File: src/rtl/uart_pkt_pkg.sv
// Shared types and constants for the UART packet parser.
package uart_pkt_pkg;

  // Parser FSM states.
  typedef enum logic [2:0] {
    IDLE    = 3'd0,
    LEN     = 3'd1,
    PAYLOAD = 3'd2,
    CSUM    = 3'd3,
    DRAIN   = 3'd4
  } state_e;

  // Error codes reported on err_code_o.
  localparam logic [1:0] ERR_LEN     = 2'd1;
  localparam logic [1:0] ERR_CSUM    = 2'd2;
  localparam logic [1:0] ERR_TIMEOUT = 2'd3;

  // Default start-of-frame marker.
  localparam logic [7:0] SOF_BYTE_DFLT = 8'hA5;

  // Running checksum step: 8-bit wrapping add.
  function automatic logic [7:0] csum_add(input logic [7:0] a, input logic [7:0] b);
    return a + b;
  endfunction

endpackage

File: src/rtl/uart_pkt_buf.sv
// Payload buffer: MAX_LEN x 8 register file, synchronous write, combinational read.
module uart_pkt_buf #(
  parameter int MAX_LEN = 16,
  parameter int IDX_W   = 4
) (
  input  logic             clk,
  input  logic             we_i,
  input  logic [IDX_W-1:0] waddr_i,
  input  logic [7:0]       wdata_i,
  input  logic [IDX_W-1:0] raddr_i,
  output logic [7:0]       rdata_o
);

  // Contents are don't-care after reset, so the storage has no reset.
  logic [7:0] mem_q [MAX_LEN];

  // Write one payload byte per accepted strobe.
  always_ff @(posedge clk) begin
    if (we_i) begin
      mem_q[waddr_i] <= wdata_i;
    end
  end

  assign rdata_o = mem_q[raddr_i];

endmodule

File: src/rtl/uart_rx_packet_parser.sv
// Frames SOF|LEN|PAYLOAD|CSUM from the UART byte stream, verifies the
// checksum and then releases the stored payload on a valid/ready stream.
module uart_rx_packet_parser
  import uart_pkt_pkg::*;
#(
  parameter int         MAX_LEN        = 16,
  parameter logic [7:0] SOF_BYTE       = SOF_BYTE_DFLT,
  parameter int         TIMEOUT_CYCLES = 208_330
) (
  input  logic       clk,
  input  logic       rst_n,
  input  logic [7:0] rx_byte_i,
  input  logic       rx_valid_i,
  output logic [7:0] pkt_data_o,
  output logic       pkt_valid_o,
  input  logic       pkt_ready_i,
  output logic       pkt_last_o,
  output logic [7:0] pkt_len_o,
  output logic       frame_ok_o,
  output logic       frame_err_o,
  output logic [1:0] err_code_o,
  output logic       rx_overrun_o
);

  localparam int         IDX_W     = (MAX_LEN > 1) ? $clog2(MAX_LEN) : 1;
  localparam int         TO_W      = $clog2(TIMEOUT_CYCLES + 1);
  localparam logic [7:0] MAX_LEN_B = 8'(MAX_LEN);
  // The counter value in the cycle whose increment would reach TIMEOUT_CYCLES.
  localparam logic [TO_W-1:0] TO_LAST = TO_W'(TIMEOUT_CYCLES - 1);

  state_e           state_q, state_d;
  logic [7:0]       len_q, len_d;
  logic [7:0]       sum_q, sum_d;
  logic [IDX_W-1:0] wr_idx_q, wr_idx_d;
  logic [IDX_W-1:0] rd_idx_q, rd_idx_d;
  logic [TO_W-1:0]  to_cnt_q, to_cnt_d;
  logic             frame_ok_q, frame_ok_d;
  logic             frame_err_q, frame_err_d;
  logic [1:0]       err_code_q, err_code_d;
  logic             overrun_q, overrun_d;

  logic             buf_we_s;
  logic [7:0]       rd_data_s;
  logic             last_s;
  logic             drain_s;

  uart_pkt_buf #(
    .MAX_LEN (MAX_LEN),
    .IDX_W   (IDX_W)
  ) u_buf (
    .clk     (clk),
    .we_i    (buf_we_s),
    .waddr_i (wr_idx_q),
    .wdata_i (rx_byte_i),
    .raddr_i (rd_idx_q),
    .rdata_o (rd_data_s)
  );

  assign drain_s = (state_q == DRAIN);
  assign last_s  = (8'(rd_idx_q) == (len_q - 8'd1));

  // Outputs are gated by DRAIN so reset forces them to zero regardless of buffer contents.
  assign pkt_valid_o  = drain_s;
  assign pkt_data_o   = drain_s ? rd_data_s : 8'h00;
  assign pkt_last_o   = drain_s & last_s;
  assign pkt_len_o    = drain_s ? len_q : 8'h00;
  assign frame_ok_o   = frame_ok_q;
  assign frame_err_o  = frame_err_q;
  assign err_code_o   = err_code_q;
  assign rx_overrun_o = overrun_q;

  // Next-state, datapath and pulse generation for the frame parser.
  always_comb begin
    state_d     = state_q;
    len_d       = len_q;
    sum_d       = sum_q;
    wr_idx_d    = wr_idx_q;
    rd_idx_d    = rd_idx_q;
    to_cnt_d    = to_cnt_q;
    frame_ok_d  = 1'b0;
    frame_err_d = 1'b0;
    err_code_d  = err_code_q;
    overrun_d   = 1'b0;
    buf_we_s    = 1'b0;

    case (state_q)
      IDLE: begin
        to_cnt_d = '0;
        if (rx_valid_i && (rx_byte_i == SOF_BYTE)) begin
          state_d = LEN;
        end else begin
          state_d = IDLE;
        end
      end

      LEN, PAYLOAD, CSUM: begin
        if (rx_valid_i) begin
          // A byte always wins over a coincident timeout.
          to_cnt_d = '0;
          if (state_q == LEN) begin
            len_d = rx_byte_i;
            sum_d = rx_byte_i;
            if ((rx_byte_i == 8'd0) || (rx_byte_i > MAX_LEN_B)) begin
              frame_err_d = 1'b1;
              err_code_d  = ERR_LEN;
              state_d     = IDLE;
            end else begin
              wr_idx_d = '0;
              state_d  = PAYLOAD;
            end
          end else if (state_q == PAYLOAD) begin
            buf_we_s = 1'b1;
            sum_d    = csum_add(sum_q, rx_byte_i);
            wr_idx_d = wr_idx_q + IDX_W'(1);
            if (8'(wr_idx_q) == (len_q - 8'd1)) begin
              state_d = CSUM;
            end else begin
              state_d = PAYLOAD;
            end
          end else begin
            if (csum_add(sum_q, rx_byte_i) == 8'h00) begin
              frame_ok_d = 1'b1;
              rd_idx_d   = '0;
              state_d    = DRAIN;
            end else begin
              frame_err_d = 1'b1;
              err_code_d  = ERR_CSUM;
              state_d     = IDLE;
            end
          end
        end else if (to_cnt_q == TO_LAST) begin
          frame_err_d = 1'b1;
          err_code_d  = ERR_TIMEOUT;
          to_cnt_d    = '0;
          state_d     = IDLE;
        end else begin
          to_cnt_d = to_cnt_q + TO_W'(1);
        end
      end

      DRAIN: begin
        to_cnt_d  = '0;
        overrun_d = rx_valid_i;
        if (pkt_ready_i) begin
          rd_idx_d = rd_idx_q + IDX_W'(1);
          if (last_s) begin
            state_d = IDLE;
          end else begin
            state_d = DRAIN;
          end
        end else begin
          state_d = DRAIN;
        end
      end

      default: begin
        state_d = IDLE;
      end
    endcase
  end

  // State, counters and registered status pulses.
  always_ff @(posedge clk or negedge rst_n) begin
    if (!rst_n) begin
      state_q     <= IDLE;
      len_q       <= 8'h00;
      sum_q       <= 8'h00;
      wr_idx_q    <= '0;
      rd_idx_q    <= '0;
      to_cnt_q    <= '0;
      frame_ok_q  <= 1'b0;
      frame_err_q <= 1'b0;
      err_code_q  <= 2'd0;
      overrun_q   <= 1'b0;
    end else begin
      state_q     <= state_d;
      len_q       <= len_d;
      sum_q       <= sum_d;
      wr_idx_q    <= wr_idx_d;
      rd_idx_q    <= rd_idx_d;
      to_cnt_q    <= to_cnt_d;
      frame_ok_q  <= frame_ok_d;
      frame_err_q <= frame_err_d;
      err_code_q  <= err_code_d;
      overrun_q   <= overrun_d;
    end
  end

endmodule

File: config.mk
export PLATFORM = sky130hd
export DESIGN_NAME = uart_rx_packet_parser
export DESIGN_NICKNAME = d
export VERILOG_FILES = /design/src/rtl/uart_pkt_pkg.sv /design/src/rtl/uart_pkt_buf.sv /design/src/rtl/uart_rx_packet_parser.sv
export SDC_FILE = /design/constraint.sdc
export NUM_CORES = 1
export LEC_CHECK = 0
export BUFFER_PORTS_ARGS = -buffer_cell sky130_fd_sc_hd__buf_2
export CAP_MARGIN = 25
export CORE_MARGIN = 1.5
export CORE_UTILIZATION = 55
export CTS_CLUSTER_DIAMETER = 50
export DETAILED_ROUTE_END_ITERATION = 10
export PLACE_DENSITY = 0.79
export SLEW_MARGIN = 30
export SYNTH_ARGS = -nofsm -noshare
export SYNTH_HDL_FRONTEND = slang
export SYNTH_HIERARCHICAL = 1
export SYNTH_SLANG_ARGS = --single-unit
File: constraint.sdc
create_clock -name clk -period 5.25 [get_ports clk]
set_input_delay 0.7875 -clock clk [delete_from_list [all_inputs] [get_ports clk]]
set_output_delay 0.7875 -clock clk [all_outputs]
set_load 0.02 [all_outputs]
==> results of run 1 <==
logic make-up (layout without fill, tap and decap cells):
| family | after synthesis | after routing | synth area share (%) |
|---|---|---|---|
| simple gates | 180 | 180 | 11.3 |
| flops | 178 | 178 | 62.8 |
| compound gates | 108 | 108 | 8.70 |
| mux | 44 | 44 | 11.1 |
| buf+inv | 31 | 81 | 2.10 |
| xor+xnor | 17 | 17 | 1.84 |
| fa+ha+maj | 13 | 13 | 2.10 |
routing by layer:
metal	wire [um]	share of wire, %	up-vias
li1	-	-	2305
met2	8590	51	174
met4	270	1.6	0
met1	7040	41	2557
met5	0	0	-
met3	1080	6.4	26
metrics by stage:
stage	std cells	power (mW)	utilization, %	hold WS (ns)
after floorplan	571	1.66	-	0.442
after CTS	805	2.88	62.0	0.472
after global placement	774	1.71	58.2	0.462
final	805	2.86	62.0	0.451
after detailed placement	774	1.71	58.3	0.470
after global routing	805	2.96	62.0	0.504
state kept, by name, summed over array words and instances (netlist names):
register,flops
frame_ok_o,1
to_cnt_q,18
len_q,8
state_q,3
wr_idx_q,4
frame_err_o,1
err_code_o,2
rx_overrun_o,1
rd_idx_q,4
u_buf/mem_q,128
sum_q,8
synthesized netlist by cell type (all sizes together), types with 5 or more instances:
library cell,count,area (um^2)
nor2,39,146
clkbuf,7,26.3
nand4,5,31.3
a21oi,12,60.1
mux2i,5,50.1
a31oi,9,56.3
ha,12,150
xnor2,9,78.8
buf,11,76.3
dfrtp,50,1250
mux2,7,78.8
inv,10,37.5
nand3b,5,37.5
nor3,14,75.1
nand2b,6,37.5
nand2,55,209
o21ai,43,215
mux4,32,773
a22oi,17,128
and2,15,93.8
o31ai,5,42.5
nand3,10,50.1
edfxtp,128,3840
xor2,8,70.1
worst max-delay path: stages, from the launching register on:
cell,delay [ns]
dfrtp_2,0.95
buf_4,0.36
mux4_1,0.57
a22oi_1,0.22
nand2_1,0.11
and2_1,0.15
buf_2,0.15
where the power goes:
group	leakage [nW]	internal, mW	switching (mW)	total (mW)
combinational	1.22	0.0615	0.0884	0.150
clock	0.248	0.653	0.524	1.18
sequential	1.81	1.52	0.0160	1.54
total	3.29	2.23	0.628	2.86
how the worst max path moves through the flow:
stage / endpoint / from / slack, ns / cells after the start
2_1_floorplan: u_buf/mem_q[0][0] / rx_valid_i / 2.17 / 5
3_3_place_gp: u_buf/mem_q[0][5] / rx_valid_i / 1.84 / 5
3_5_place_dp: rd_idx_q[3] / rx_byte_i[0] / 1.86 / 9
4_1_cts: pkt_data_o[4] / rd_idx_q[0] / 1.48 / 6
5_1_grt: pkt_data_o[0] / rd_idx_q[0] / 1.31 / 6
6_report: pkt_data_o[4] / rd_idx_q[0] / 1.51 / 6
final cells by class:
type                       count  area, um^2
multi-input combinational    362        2850
clock inverter                11         104
inverter                      10        37.5
clock buffer                  20         437
sequential                   178        5100
timing repair buffer          40         215
tap                          184         230
fill                        1074        5500
==> flow_summary.json, run 1 <==
{
  "grt_overflow": 0,
  "relSlewSlack_pct": 37.7,
  "cts_setup_buffers": 0,
  "fin_skew_ns": 0.0103,
  "clock_latency_ns": 0.43,
  "cts_tree": "yes",
  "place_ws_ns": 1.86,
  "port_buffers": 34,
  "synthCells": 571,
  "finalHoldViolations": 0,
  "drv_cap": 0,
  "r2r-end": "u_buf/mem_q[1][4]",
  "place_congestion": 0.878,
  "final_cell_mix": "edfxtp_1 (128), nand2_1 (54), dfrtp_1 (48)",
  "r2r_slack_ns": 2.46,
  "r2r_start": "state_q[2]",
  "grt_usage_pct": 23.1,
  "dr.first_iter.drc_count": 528,
  "fp-row-count": 44,
  "synth_edf_count": 128,
  "max_freq_ghz": 0.267,
  "startpoint_type": "flop",
  "start_util_pct": 56.0,
  "die-width_um": 124,
  "cts.sinks": 178,
  "clock_path_buffers": 2,
  "gr-usage-met3_pct": 5.93,
  "worstSetupEndpointType": "output port",
  "max-vdd-ir-drop_v": 0.000309,
  "placedInstanceArea_um2": 8430,
  "route.detailed.drc": 0,
  "setup_viol": 0,
  "worst_slew_pin_slew_ns": 0.930,
  "yosysWarnings": 6,
  "final_common_cell": "edfxtp_1",
  "rsz0062_at_grt": "false",
  "synthArstFlopShare_pct": 28.1,
  "grt-busiest-layer": "met2",
  "htree_num_levels": 4,
  "drt.antenna.violating_nets": 0,
  "hp-class": "primary input to asynchronous set/reset pin",
  "die_area_um2": 15500,
  "cp_max_fo": 30,
  "syn_area_per_cell_um2": 14.2,
  "status": "finished clean",
  "syn_area_um2": 8110,
  "grt_max_degree": 51,
  "worst_ep_arrival_time_ns": 2.95,
  "worstPathRequired_ns": 4.46,
  "use_met2_pct": 39.1,
  "via_count": 5062,
  "wire_per_inst_um": 21.1,
  "ys_seq_area_share_pct": 62.8,
  "path_clk_slew_ns": 0.06,
  "grt_pass1_wl_mm": 27.3,
  "cts_root_buf": "clkbuf_16",
  "core_area_um2": 14500,
  "die_y_um": 124,
  "maxSlewViolCount": 0,
  "p_leak_nw": 3.29,
  "fin_area_um2": 8970,
  "area_delta_synth_final_pct": 10.7,
  "syn-num-nets": 596,
  "setup_ws_ns": 1.51,
  "fin_crit_ns": 3.74,
  "grt_pass1_vias": 5153,
  "nets": 634,
  "cts_made_buffers": 17,
  "grt_use_met1_pct": 29.9,
  "finalWirelength_mm": 17.0,
  "ys_ff_latch": 178,
  "ctsResizeCount": 0,
  "synthDistinctLibCells": 67,
  "power.density_nw_per_um2": 319,
  "path_class": "flop to output port",
  "viasPerCell": 6.29,
  "drive_gt1_share_pct": 16.9,
  "antennaDiodeCount": 0,
  "dp_hpwl_mm": 10.9,
  "dr.pass1.iters": 5,
  "synth_ff_type": "edfxtp_1",
  "finalSetupTns_ns": 0,
  "min_period_over_period_pct": 71.2,
  "cts_hold_buf": 0,
  "antenna_found_initial": 0,
  "worstRegToRegCells": 3,
  "io_pins": 35
}
(Power assumes the default switching activity.)
==> run 2, diff against run 1 <==
- clock period: 5.25 -> 3.7 ns (I/O delays scaled with it)
==> run 2 against run 1 <==
Net effect:
- via count fell by 0.43%
- cell count rose by 1.1%
- non-clock buffer count is 8 higher
- clock skew is 0.0011 ns higher
- sequential share of layout area decreased by 0.84 points
- setup slack got worse by 0.91 ns
- largest power group unchanged
==> flow_summary.json, run 2 (same netlist as run 1, synthesis figures left out) <==
{
  "fin_skew_ns": 0.0114,
  "swShare_pct": 21.6,
  "startpoint_type": "flop",
  "drv_cap": 0,
  "antenna_found_initial": 0,
  "final_common_cell": "edfxtp_1",
  "die-width_um": 124,
  "finalHoldViolations": 0,
  "grt_pass1_wl_mm": 27.2,
  "ctsResizeCount": 0,
  "die_area_um2": 15500,
  "finalWirelength_mm": 16.9,
  "htree_num_levels": 4,
  "dp_hpwl_mm": 10.8,
  "p_switching_mw": 0.915,
  "final_cell_mix": "edfxtp_1 (128), nand2_1 (54), dfrtp_1 (49)",
  "place_ws_ns": 0.497,
  "dr_wl_met2_mm": 8.66,
  "grt_usage_pct": 23.0,
  "power.density_nw_per_um2": 464,
  "antennaDiodeCount": 0,
  "viasPerCell": 6.19,
  "cts_tree": "yes",
  "grt_pass1_vias": 5100,
  "clock_latency_ns": 0.43,
  "status": "finished clean",
  "path_class": "flop to output port",
  "io_pins": 35,
  "dr_wl_met3_um": 862,
  "p_int_mw": 3.31,
  "largest_reg_flops": 128,
  "max_freq_ghz": 0.323,
  "path_clk_slew_ns": 0.07,
  "core_area_um2": 14500,
  "cp_max_fo": 32,
  "area_delta_synth_final_pct": 12.3,
  "port_buffers": 34,
  "cts_hold_buf": 0,
  "setup_ws_ns": 0.601,
  "highest_layer": "met4",
  "wire_per_inst_um": 20.8,
  "r2r-end": "rd_idx_q[0]",
  "p_seq_share_pct": 51.4,
  "die_y_um": 124,
  "relSlewSlack_pct": 35.8,
  "drt.antenna.violating_nets": 0,
  "cts_root_buf": "clkbuf_16",
  "setup_viol": 0,
  "worstPathRequired_ns": 3.14,
  "p_leak_nw": 3.36,
  "fin_crit_ns": 3.10,
  "cts.sinks": 178,
  "p_comb_share_pct": 5.3,
  "dr.pass1.iters": 7,
  "min_period_over_period_pct": 83.8,
  "dr.first_iter.drc_count": 439,
  "startpoint": "rd_idx_q[0]",
  "worstSetupEndpointType": "output port",
  "finalSetupTns_ns": 0,
  "nets": 642,
  "max-vdd-ir-drop_v": 0.000403,
  "worst_ep_arrival_time_ns": 2.54,
  "cts_setup_buffers": 0,
  "wl_met1_mm": 7.05,
  "start_util_pct": 56.0,
  "grt_overflow": 0,
  "r2r_slack_ns": 0.98,
  "clockPowerShare_pct": 43.3,
  "regMostFlops": "u_buf/mem_q",
  "cts_made_buffers": 17,
  "rsz0062_at_grt": "false",
  "r2r_start": "sum_q[0]",
  "place_congestion": 0.864,
  "maxSlewViolCount": 0,
  "worst_slew_pin_slew_ns": 0.959,
  "via_count": 5040,
  "route.detailed.drc": 0,
  "fp-row-count": 44,
  "hp-class": "primary input to asynchronous set/reset pin",
  "grt_max_degree": 38,
  "clock_path_buffers": 2,
  "drive_gt1_share_pct": 18.4,
  "reg_top3": "u_buf/mem_q x128, to_cnt_q x18",
  "worstRegToRegCells": 8
}
==> run 2: worst max-delay path, cell delays in order, from the launching register on <==
cell and delay, ns:
dfrtp_2 0.48, buf_12 0.28, mux4_1 0.59, a22oi_1 0.31
nand2_1 0.13, and2_1 0.16, buf_2 0.15
==> run 2: cell type report <==
cell class | count | area, um^2
clock inverter | 15 | 184
fill | 1023 | 5370
sequential | 178 | 5100
timing repair buffer | 48 | 288
clock buffer | 17 | 425
tap | 184 | 230
inverter | 10 | 37.5
multi-input combinational | 362 | 2850
==> run 2: how the worst max path moves through the flow <==
stage | endpoint | slack [ns]
2_1_floorplan | u_buf/mem_q[0][0] | 0.86
3_3_place_gp | rd_idx_q[0] | 0.56
3_5_place_dp | rd_idx_q[0] | 0.50
4_1_cts | pkt_data_o[1] | 0.59
5_1_grt | pkt_data_o[1] | 0.46
6_report | pkt_data_o[1] | 0.60
==> run 2: routing by layer <==
| metal | track usage, % | up-vias |
|---|---|---|
| met2 | 38.2 | 155 |
| met3 | 4.81 | 29 |
| li1 | - | 2313 |
| met4 | 8.32 | 0 |
| met1 | 30.3 | 2543 |
| met5 | 0 | - |
==> run 2: power by group through the flow <==
| stage | clock (mW) | sequential, mW | combinational, mW |
|---|---|---|---|
| after detailed placement | 0 | 2.21 | 0.223 |
| after global placement | 0 | 2.21 | 0.214 |
| final | 1.83 | 2.17 | 0.223 |
| after floorplan | 0 | 2.21 | 0.142 |
| after CTS | 1.85 | 2.17 | 0.224 |
| after global routing | 1.94 | 2.17 | 0.247 |
==> run 2: per-stage QoR <==
step           hold WS (ns)  instance area (um^2)  utilization (%)  instances  power (mW)
2_1_floorplan         0.259                  8110                -        571        2.36
3_3_place_gp          0.462                  8500             58.7        782        2.43
3_5_place_dp          0.476                  8500             58.7        782        2.44
4_1_cts               0.238                  9100             62.9        814        4.25
5_1_grt               0.277                  9110             62.9        814        4.36
6_report              0.221                  9110             62.9        814        4.23
